<file path="src/rtl/cart_pkg.sv">
// Shared types and helpers for the sale-cart controller.
// Holds the FSM state type, command bit indices and the record scan function.
package cart_pkg;

   localparam int NUM_ITEMS    = 4;
   localparam int CMD_REMOVE   = 0;
   localparam int CMD_CLEAR    = 1;
   localparam int CMD_CHECKOUT = 2;

   typedef enum logic [1:0] {
      IDLE = 2'd0,
      FILL = 2'd1,
      SEND = 2'd2
   } cart_state_e;

   typedef struct packed {
      logic       found;
      logic       last;
      logic [1:0] id;
   } scan_res_t;

   // Lowest non-zero product at or after start, plus whether it is the
   // final non-zero one. Works on a non-zero mask so it is width-agnostic.
   function automatic scan_res_t next_nonzero(
      input logic [NUM_ITEMS-1:0] nz,
      input logic [1:0]           start
   );
      scan_res_t r;
      r      = '0;
      r.last = 1'b1;
      for (int i = 0; i < NUM_ITEMS; i++) begin
         if (!r.found && nz[i] && (i >= int'(start))) begin
            r.found = 1'b1;
            r.id    = 2'(i);
         end
      end
      for (int i = 0; i < NUM_ITEMS; i++) begin
         if (r.found && nz[i] && (i > int'(r.id))) r.last = 1'b0;
      end
      return r;
   endfunction

endpackage

</file>
<file path="src/rtl/cart_qty_counter.sv">
// Saturating up/down quantity counter with synchronous clear.
// Ports: CLK, RST, inc, dec, clr (priority), q, at_max, at_zero.
module cart_qty_counter #(
   parameter int QTY_W = 4
) (
   input  logic             CLK,
   input  logic             RST,
   input  logic             inc,
   input  logic             dec,
   input  logic             clr,
   output logic [QTY_W-1:0] q,
   output logic             at_max,
   output logic             at_zero
);

   logic [QTY_W-1:0] q_q;
   logic [QTY_W-1:0] q_d;

   assign at_max  = &q_q;
   assign at_zero = ~|q_q;
   assign q       = q_q;

   always_comb begin
      q_d = q_q;
      if (clr)                        q_d = '0;
      else if (inc && !dec && !at_max) q_d = q_q + QTY_W'(1);
      else if (dec && !inc && !at_zero) q_d = q_q - QTY_W'(1);
   end

   always_ff @(posedge CLK) begin
      if (RST) q_q <= '0;
      else     q_q <= q_d;
   end

endmodule

</file>
<file path="src/rtl/cart_entry_controller.sv">
// Sale cart: per-product counters, remove/clear/checkout, idle timeout,
// checkout records streamed over ITEM_VALID/ITEM_READY. QTY_VIEW is live.
module cart_entry_controller
   import cart_pkg::*;
#(
   parameter int QTY_W          = 4,
   parameter int TIMEOUT_CYCLES = 1500000000
) (
   input  logic                   CLK,
   input  logic                   RST,
   input  logic [3:0]             KEY_En,
   input  logic [3:0]             CMD_En,
   output logic                   ITEM_VALID,
   input  logic                   ITEM_READY,
   output logic [1:0]             ITEM_ID,
   output logic [QTY_W-1:0]       ITEM_QTY,
   output logic                   ITEM_LAST,
   output logic [4*QTY_W-1:0]     QTY_VIEW,
   output logic                   CART_EMPTY,
   output logic                   BUSY,
   output logic                   ERR,
   output logic                   TIMEOUT
);

   localparam int               CNT_W    = $clog2(TIMEOUT_CYCLES);
   localparam logic [CNT_W-1:0] CNT_LAST = CNT_W'(TIMEOUT_CYCLES - 1);

   cart_state_e      state_q, state_d;
   logic [1:0]       last_q, last_d;
   logic [1:0]       scan_q, scan_d;
   logic [CNT_W-1:0] cnt_q, cnt_d;
   logic             err_q, err_d;
   logic             to_q, to_d;

   logic [NUM_ITEMS-1:0] inc, dec, clr;
   logic [NUM_ITEMS-1:0] at_max, at_zero, nz, nz_next;
   logic [QTY_W-1:0]     qty [NUM_ITEMS];
   logic                 activity;
   scan_res_t            rec;

   for (genvar g = 0; g < NUM_ITEMS; g++) begin : g_cnt
      cart_qty_counter #(.QTY_W(QTY_W)) u_cnt (
         .CLK     (CLK),
         .RST     (RST),
         .inc     (inc[g]),
         .dec     (dec[g]),
         .clr     (clr[g]),
         .q       (qty[g]),
         .at_max  (at_max[g]),
         .at_zero (at_zero[g])
      );
      assign nz[g] = ~at_zero[g];
      assign QTY_VIEW[g*QTY_W +: QTY_W] = qty[g];
   end

   assign rec      = next_nonzero(nz, scan_q);
   assign activity = (|KEY_En) | (|CMD_En);

   assign BUSY       = (state_q == SEND);
   assign ITEM_VALID = BUSY & rec.found;
   assign ITEM_ID    = ITEM_VALID ? rec.id : 2'd0;
   assign ITEM_QTY   = ITEM_VALID ? qty[rec.id] : '0;
   assign ITEM_LAST  = ITEM_VALID & rec.last;
   assign CART_EMPTY = ~|nz;
   assign ERR        = err_q;
   assign TIMEOUT    = to_q;

   always_comb begin
      state_d = state_q;
      last_d  = last_q;
      scan_d  = scan_q;
      cnt_d   = '0;
      err_d   = 1'b0;
      to_d    = 1'b0;
      inc     = '0;
      dec     = '0;
      clr     = '0;
      nz_next = '0;
      unique case (state_q)
         SEND: begin
            // Sent entries are zeroed, so the scan never revisits them.
            if (ITEM_VALID && ITEM_READY) begin
               if (rec.last) begin
                  clr     = '1;
                  scan_d  = 2'd0;
                  state_d = IDLE;
               end else begin
                  clr[rec.id] = 1'b1;
                  scan_d      = rec.id + 2'd1;
               end
            end
         end
         default: begin
            if (CMD_En[CMD_CLEAR]) begin
               clr = '1;
            end else if (CMD_En[CMD_CHECKOUT]) begin
               if (CART_EMPTY) begin
                  err_d = 1'b1;
               end else begin
                  state_d = SEND;
                  scan_d  = 2'd0;
               end
            end else if (CMD_En[CMD_REMOVE]) begin
               if (at_zero[last_q]) err_d = 1'b1;
               else                 dec[last_q] = 1'b1;
            end else if (|KEY_En) begin
               inc   = KEY_En;
               err_d = |(KEY_En & at_max);
               for (int i = 0; i < NUM_ITEMS; i++) begin
                  if (KEY_En[i]) last_d = 2'(i);
               end
            end else if (state_q == FILL && cnt_q == CNT_LAST) begin
               clr  = '1;
               to_d = 1'b1;
            end
            if (state_d != SEND) begin
               for (int i = 0; i < NUM_ITEMS; i++) begin
                  nz_next[i] = inc[i] | (nz[i] & ~clr[i] &
                               ~(dec[i] & (qty[i] == QTY_W'(1))));
               end
               state_d = (|nz_next) ? FILL : IDLE;
            end
            // Idle count runs only while staying in FILL with no pulse.
            if (state_q == FILL && state_d == FILL && !activity)
               cnt_d = cnt_q + CNT_W'(1);
         end
      endcase
   end

   always_ff @(posedge CLK) begin
      if (RST) begin
         state_q <= IDLE;
         last_q  <= 2'd0;
         scan_q  <= 2'd0;
         cnt_q   <= '0;
         err_q   <= 1'b0;
         to_q    <= 1'b0;
      end else begin
         state_q <= state_d;
         last_q  <= last_d;
         scan_q  <= scan_d;
         cnt_q   <= cnt_d;
         err_q   <= err_d;
         to_q    <= to_d;
      end
   end

endmodule

</file>
<file path="config.mk">
export PLATFORM = sky130hd
export DESIGN_NAME = cart_entry_controller
export DESIGN_NICKNAME = d
export VERILOG_FILES = /design/src/rtl/cart_pkg.sv /design/src/rtl/cart_qty_counter.sv /design/src/rtl/cart_entry_controller.sv
export SDC_FILE = /design/constraint.sdc
export NUM_CORES = 1
export LEC_CHECK = 0
export CAP_MARGIN = 15
export CORE_MARGIN = 2
export CORE_UTILIZATION = 33
export CTS_CLUSTER_DIAMETER = 30
export DETAILED_ROUTE_END_ITERATION = 8
export PLACE_DENSITY_LB_ADDON = 0.2
export SYNTH_ARGS = -nofsm -noshare
export SYNTH_HDL_FRONTEND = slang
export SYNTH_SLANG_ARGS = --single-unit
</file>
<file path="constraint.sdc">
create_clock -name CLK -period 4.3 [get_ports CLK]
set_input_delay 0.86 -clock CLK [delete_from_list [all_inputs] [get_ports CLK]]
set_output_delay 0.86 -clock CLK [all_outputs]
set_load 0.01 [all_outputs]
</file>
==> impl_metrics.csv <==
group,metric,value,unit
logic_synthesis,synth.distinct_cells,61,
critical_path,critPathMaxStageDelay,0.60,ns
logic_synthesis,async_flop_share,0,
drt,wirelength,9.214,mm
logic_synthesis,yosys-top-cells-area,"dfxtp_1 31%, nor2_1 8.8%, ha_1 6.8%",
cts,numCtsBuffers,5,
power_and_ir_drop,vdd_drop_max,0.1698,mV
global_route,use_met3,0.03891,
global_route,use_met2,0.2577,
critical_path,rrSetupSlack,1.38,ns
drt,firstDrtPassIters,4,
status,status,"finished clean",
floorplanning,rows,37,
sta,hold_viol,0,
cts,h-tree-depth,2,
logic_synthesis,synth_area_per_cell,8.359,µm²
logic_synthesis,synthCells,420,
logic_synthesis,netlist_area,3511,µm²
hold_path,hold_path_end,"cnt_q[0]",
sta,fin_ws,0.2307,ns
power_and_ir_drop,powerDensity,221.8,nW/µm²
sta,fmax,245.7,MHz
global_route,antenna_found_initial,0,
hold_path,hp-start,"cnt_q[0]",
logic_synthesis,synth_seq_area_share,0.3136,
logic_synthesis,yosysTopAreaCellShare,0.3136,
drt,wl_per_cell,15.33,µm
critical_path,start_kind,"register",
logic_synthesis,ys_ff_latch,55,
floorplanning,io_pins,39,
critical_path,worst_r2r_endpoint,"g_cnt[2].u_cnt.q[0]",
placement,gp_congestion,0.8462,
critical_path,path_class,"register to output port",
global_route,track_usage,0.1666,
logic_synthesis,yosysWarnings,0,
placement,pre_cts_ws,0.2741,ns
finish,area_growth,19.24,%
cts,cts.clk_slew.worst_paths,0.10,ns
drt,via_per_inst,5.208,
critical_path,cp.arrival,3.21,ns
drt,drcViolationCount,0,
drt,final_antenna_net_count,0,
sta,setup_tns,0,ns
critical_path,worst-endpoint-required,3.44,ns
finish,utilization,0.4055,
hold_path,min_path_cells,1,
cts,tritoncts,"yes",
sta,maxSlewViolCount,0,
critical_path,crit-reg2reg-launch,"g_cnt[1].u_cnt.q[1]",
logic_synthesis,synth_top_area_cell,"dfxtp_1",
power_and_ir_drop,p_leak,0.001516,µW
cts,cts.sinks,55,
finish,drive_gt1_frac,0.1032,
critical_path,path_buf_inv,4,
critical_path,crit_slowest_cell,"clkdlybuf4s50_1",
global_route,grt_max_degree,31,
critical_path,path_common_cell,"buf_4",
critical_path,path_max_fanout,6,
floorplanning,die-area,11480,µm²
sta,slew-limit-headroom,0.5951,
critical_path,crit_family,"buffers and inverters",
global_route,grt.met1_usage,0.2192,
sta,whs,0.4513,ns
hold_path,hp-class,"register to register",
sta,finalSetupViolCount,0,
floorplanning,fp.dieW,107.1,µm
placement,port_buffers,38,
job,cap_violations,0,
logic_synthesis,synthFlopType,"dfxtp_1",
sta,rsz0062_at_grt,"false",
drt,num_vias,3130,
floorplanning,start_util,0.3401,
finish,final_common_cell,"nor2_1",
sta,fin_crit,4.069,ns
cts,clk_path_buf_depth,2,
critical_path,r2r_cells,12,
floorplanning,die_h,107.1,µm
floorplanning,core,10320,µm²
logic_synthesis,synth-edff-count,0,
logic_synthesis,synth.net_count,450,
placement,dpl.hpwl,7.036,mm
global_route,busiest_layer,"met2",
sta,post-route-period-util,0.9464,
critical_path,worstPathCellList,"inv_1 > ha_1 > or3b_1 > o32ai_1 > a211oi_4 > buf_4 > buf_4 > nor2_1 > a211oi_1 > a311oi_1 > clkdlybuf4s50_1",
sta,finClkSkew,0.01754,ns
global_route,grt_pass1_wl,15.04,mm
cts,clkLatencyLatePin,0.33,ns
critical_path,end_kind,"output port",
sta,worstMarginPinSlew,0.6073,ns
finish,diodes,0,
global_route,gr-total-overflow,0,
drt,drtIter0Drc,207,
finish,final_cell_mix,"82 x nor2_1, 55 x dfxtp_1, 37 x clkdlybuf4s50_1",
finish,finish.net_count,494,
global_route,grt_pass1_vias,3026,
cts,cts_root_buffer,"clkbuf_8",
[worst max-delay path by stage]
stage / from / end / slack, ns / depth (start not counted)
6_report: g_cnt[3].u_cnt.q[1] / ITEM_QTY[0] / 0.23 / 11
2_1_floorplan: g_cnt[3].u_cnt.q[0] / ITEM_LAST / 0.81 / 13
3_3_place_gp: g_cnt[1].u_cnt.q[1] / ITEM_LAST / 0.36 / 14
3_5_place_dp: g_cnt[1].u_cnt.q[1] / ITEM_LAST / 0.27 / 14
5_1_grt: g_cnt[0].u_cnt.q[0] / ITEM_QTY[1] / 0.08 / 10
4_1_cts: g_cnt[3].u_cnt.q[1] / ITEM_QTY[0] / 0.21 / 11
[through the flow]
| step | area (µm²) | power, µW | std cells |
|---|---|---|---|
| after detailed placement | 4056 | 611.5 | 590 |
| after floorplan | 3511 | 576.2 | 420 |
| after global placement | 4056 | 611.9 | 590 |
| after CTS | 4187 | 941.3 | 601 |
| final | 4187 | 928.6 | 601 |
| after global routing | 4187 | 969.5 | 601 |
[worst reg2reg max path, delay by kind of cell, from the launching register on]
family,cells,cell delay (ns)
compound gates,3,0.92
buf+inv,3,0.37
simple gates,4,0.71
flops,1,0.37
fa+ha+maj,2,0.47
[power by group]
group / switching [µW] / leakage [µW] / internal, µW
Sequential: 3.84 / 0.000443 / 512
Clock: 194 / 0.0000474 / 132
Combinational: 48.0 / 0.00103 / 37.6
Total: 246 / 0.00152 / 682
[per-layer routing]
layer	part of all wire	up-vias	wire (µm)
met2	0.45	55	4172
met3	0.031	22	283
met5	0	-	0
li1	-	1568	-
met4	0.033	0	300
met1	0.48	1485	4458
[logic make-up after synthesis]
kind of cell    Yosys count  synth area share
buf+inv                  41           0.05345
flops                    55            0.3136
xor+xnor                 41            0.1023
mux                       6           0.02815
simple gates            203            0.3061
compound gates           55            0.1287
fa+ha+maj                19           0.06771
[cell type report]
cell class | instances | area, µm²
Clock buffer | 6 | 82.58
Clock inverter | 2 | 16.27
Timing Repair Buffer | 52 | 484.2
Sequential cell | 55 | 1101
Inverter | 26 | 100.1
Tap cell | 136 | 170.2
Multi-Input combinational cell | 324 | 2232
Fill cell | 1031 | 6137
[cells in the mapped netlist (all sizes together) (4+ instances only)]
library cell / count
o21ai: 8
a31oi: 4
clkbuf: 4
o22ai: 5
nand4: 14
xnor2: 21
xor2: 20
ha: 19
nor2: 83
nor3: 10
nand2: 18
nand3: 26
or3: 7
nor3b: 6
a211oi: 5
and3: 12
nor4: 5
inv: 26
a21oi: 10
buf: 11
dfxtp: 55
[what timing repair did]
action / in CTS / in global routing
hold buffers: 0 / 0
buffers inserted: 3 / 0
gates resized for setup: 4 / 0
setup endpoints to repair: 1 / 0
[state kept, by name, summed over array words and instances (netlist names)]
| signal | cells |
|---|---|
| scan_q | 2 |
| TIMEOUT | 1 |
| state_q | 2 |
| last_q | 2 |
| cnt_q | 31 |
| ERR | 1 |
| g_cnt.u_cnt.q | 16 |
No activity file was read; power rests on OpenSTA's default activity.
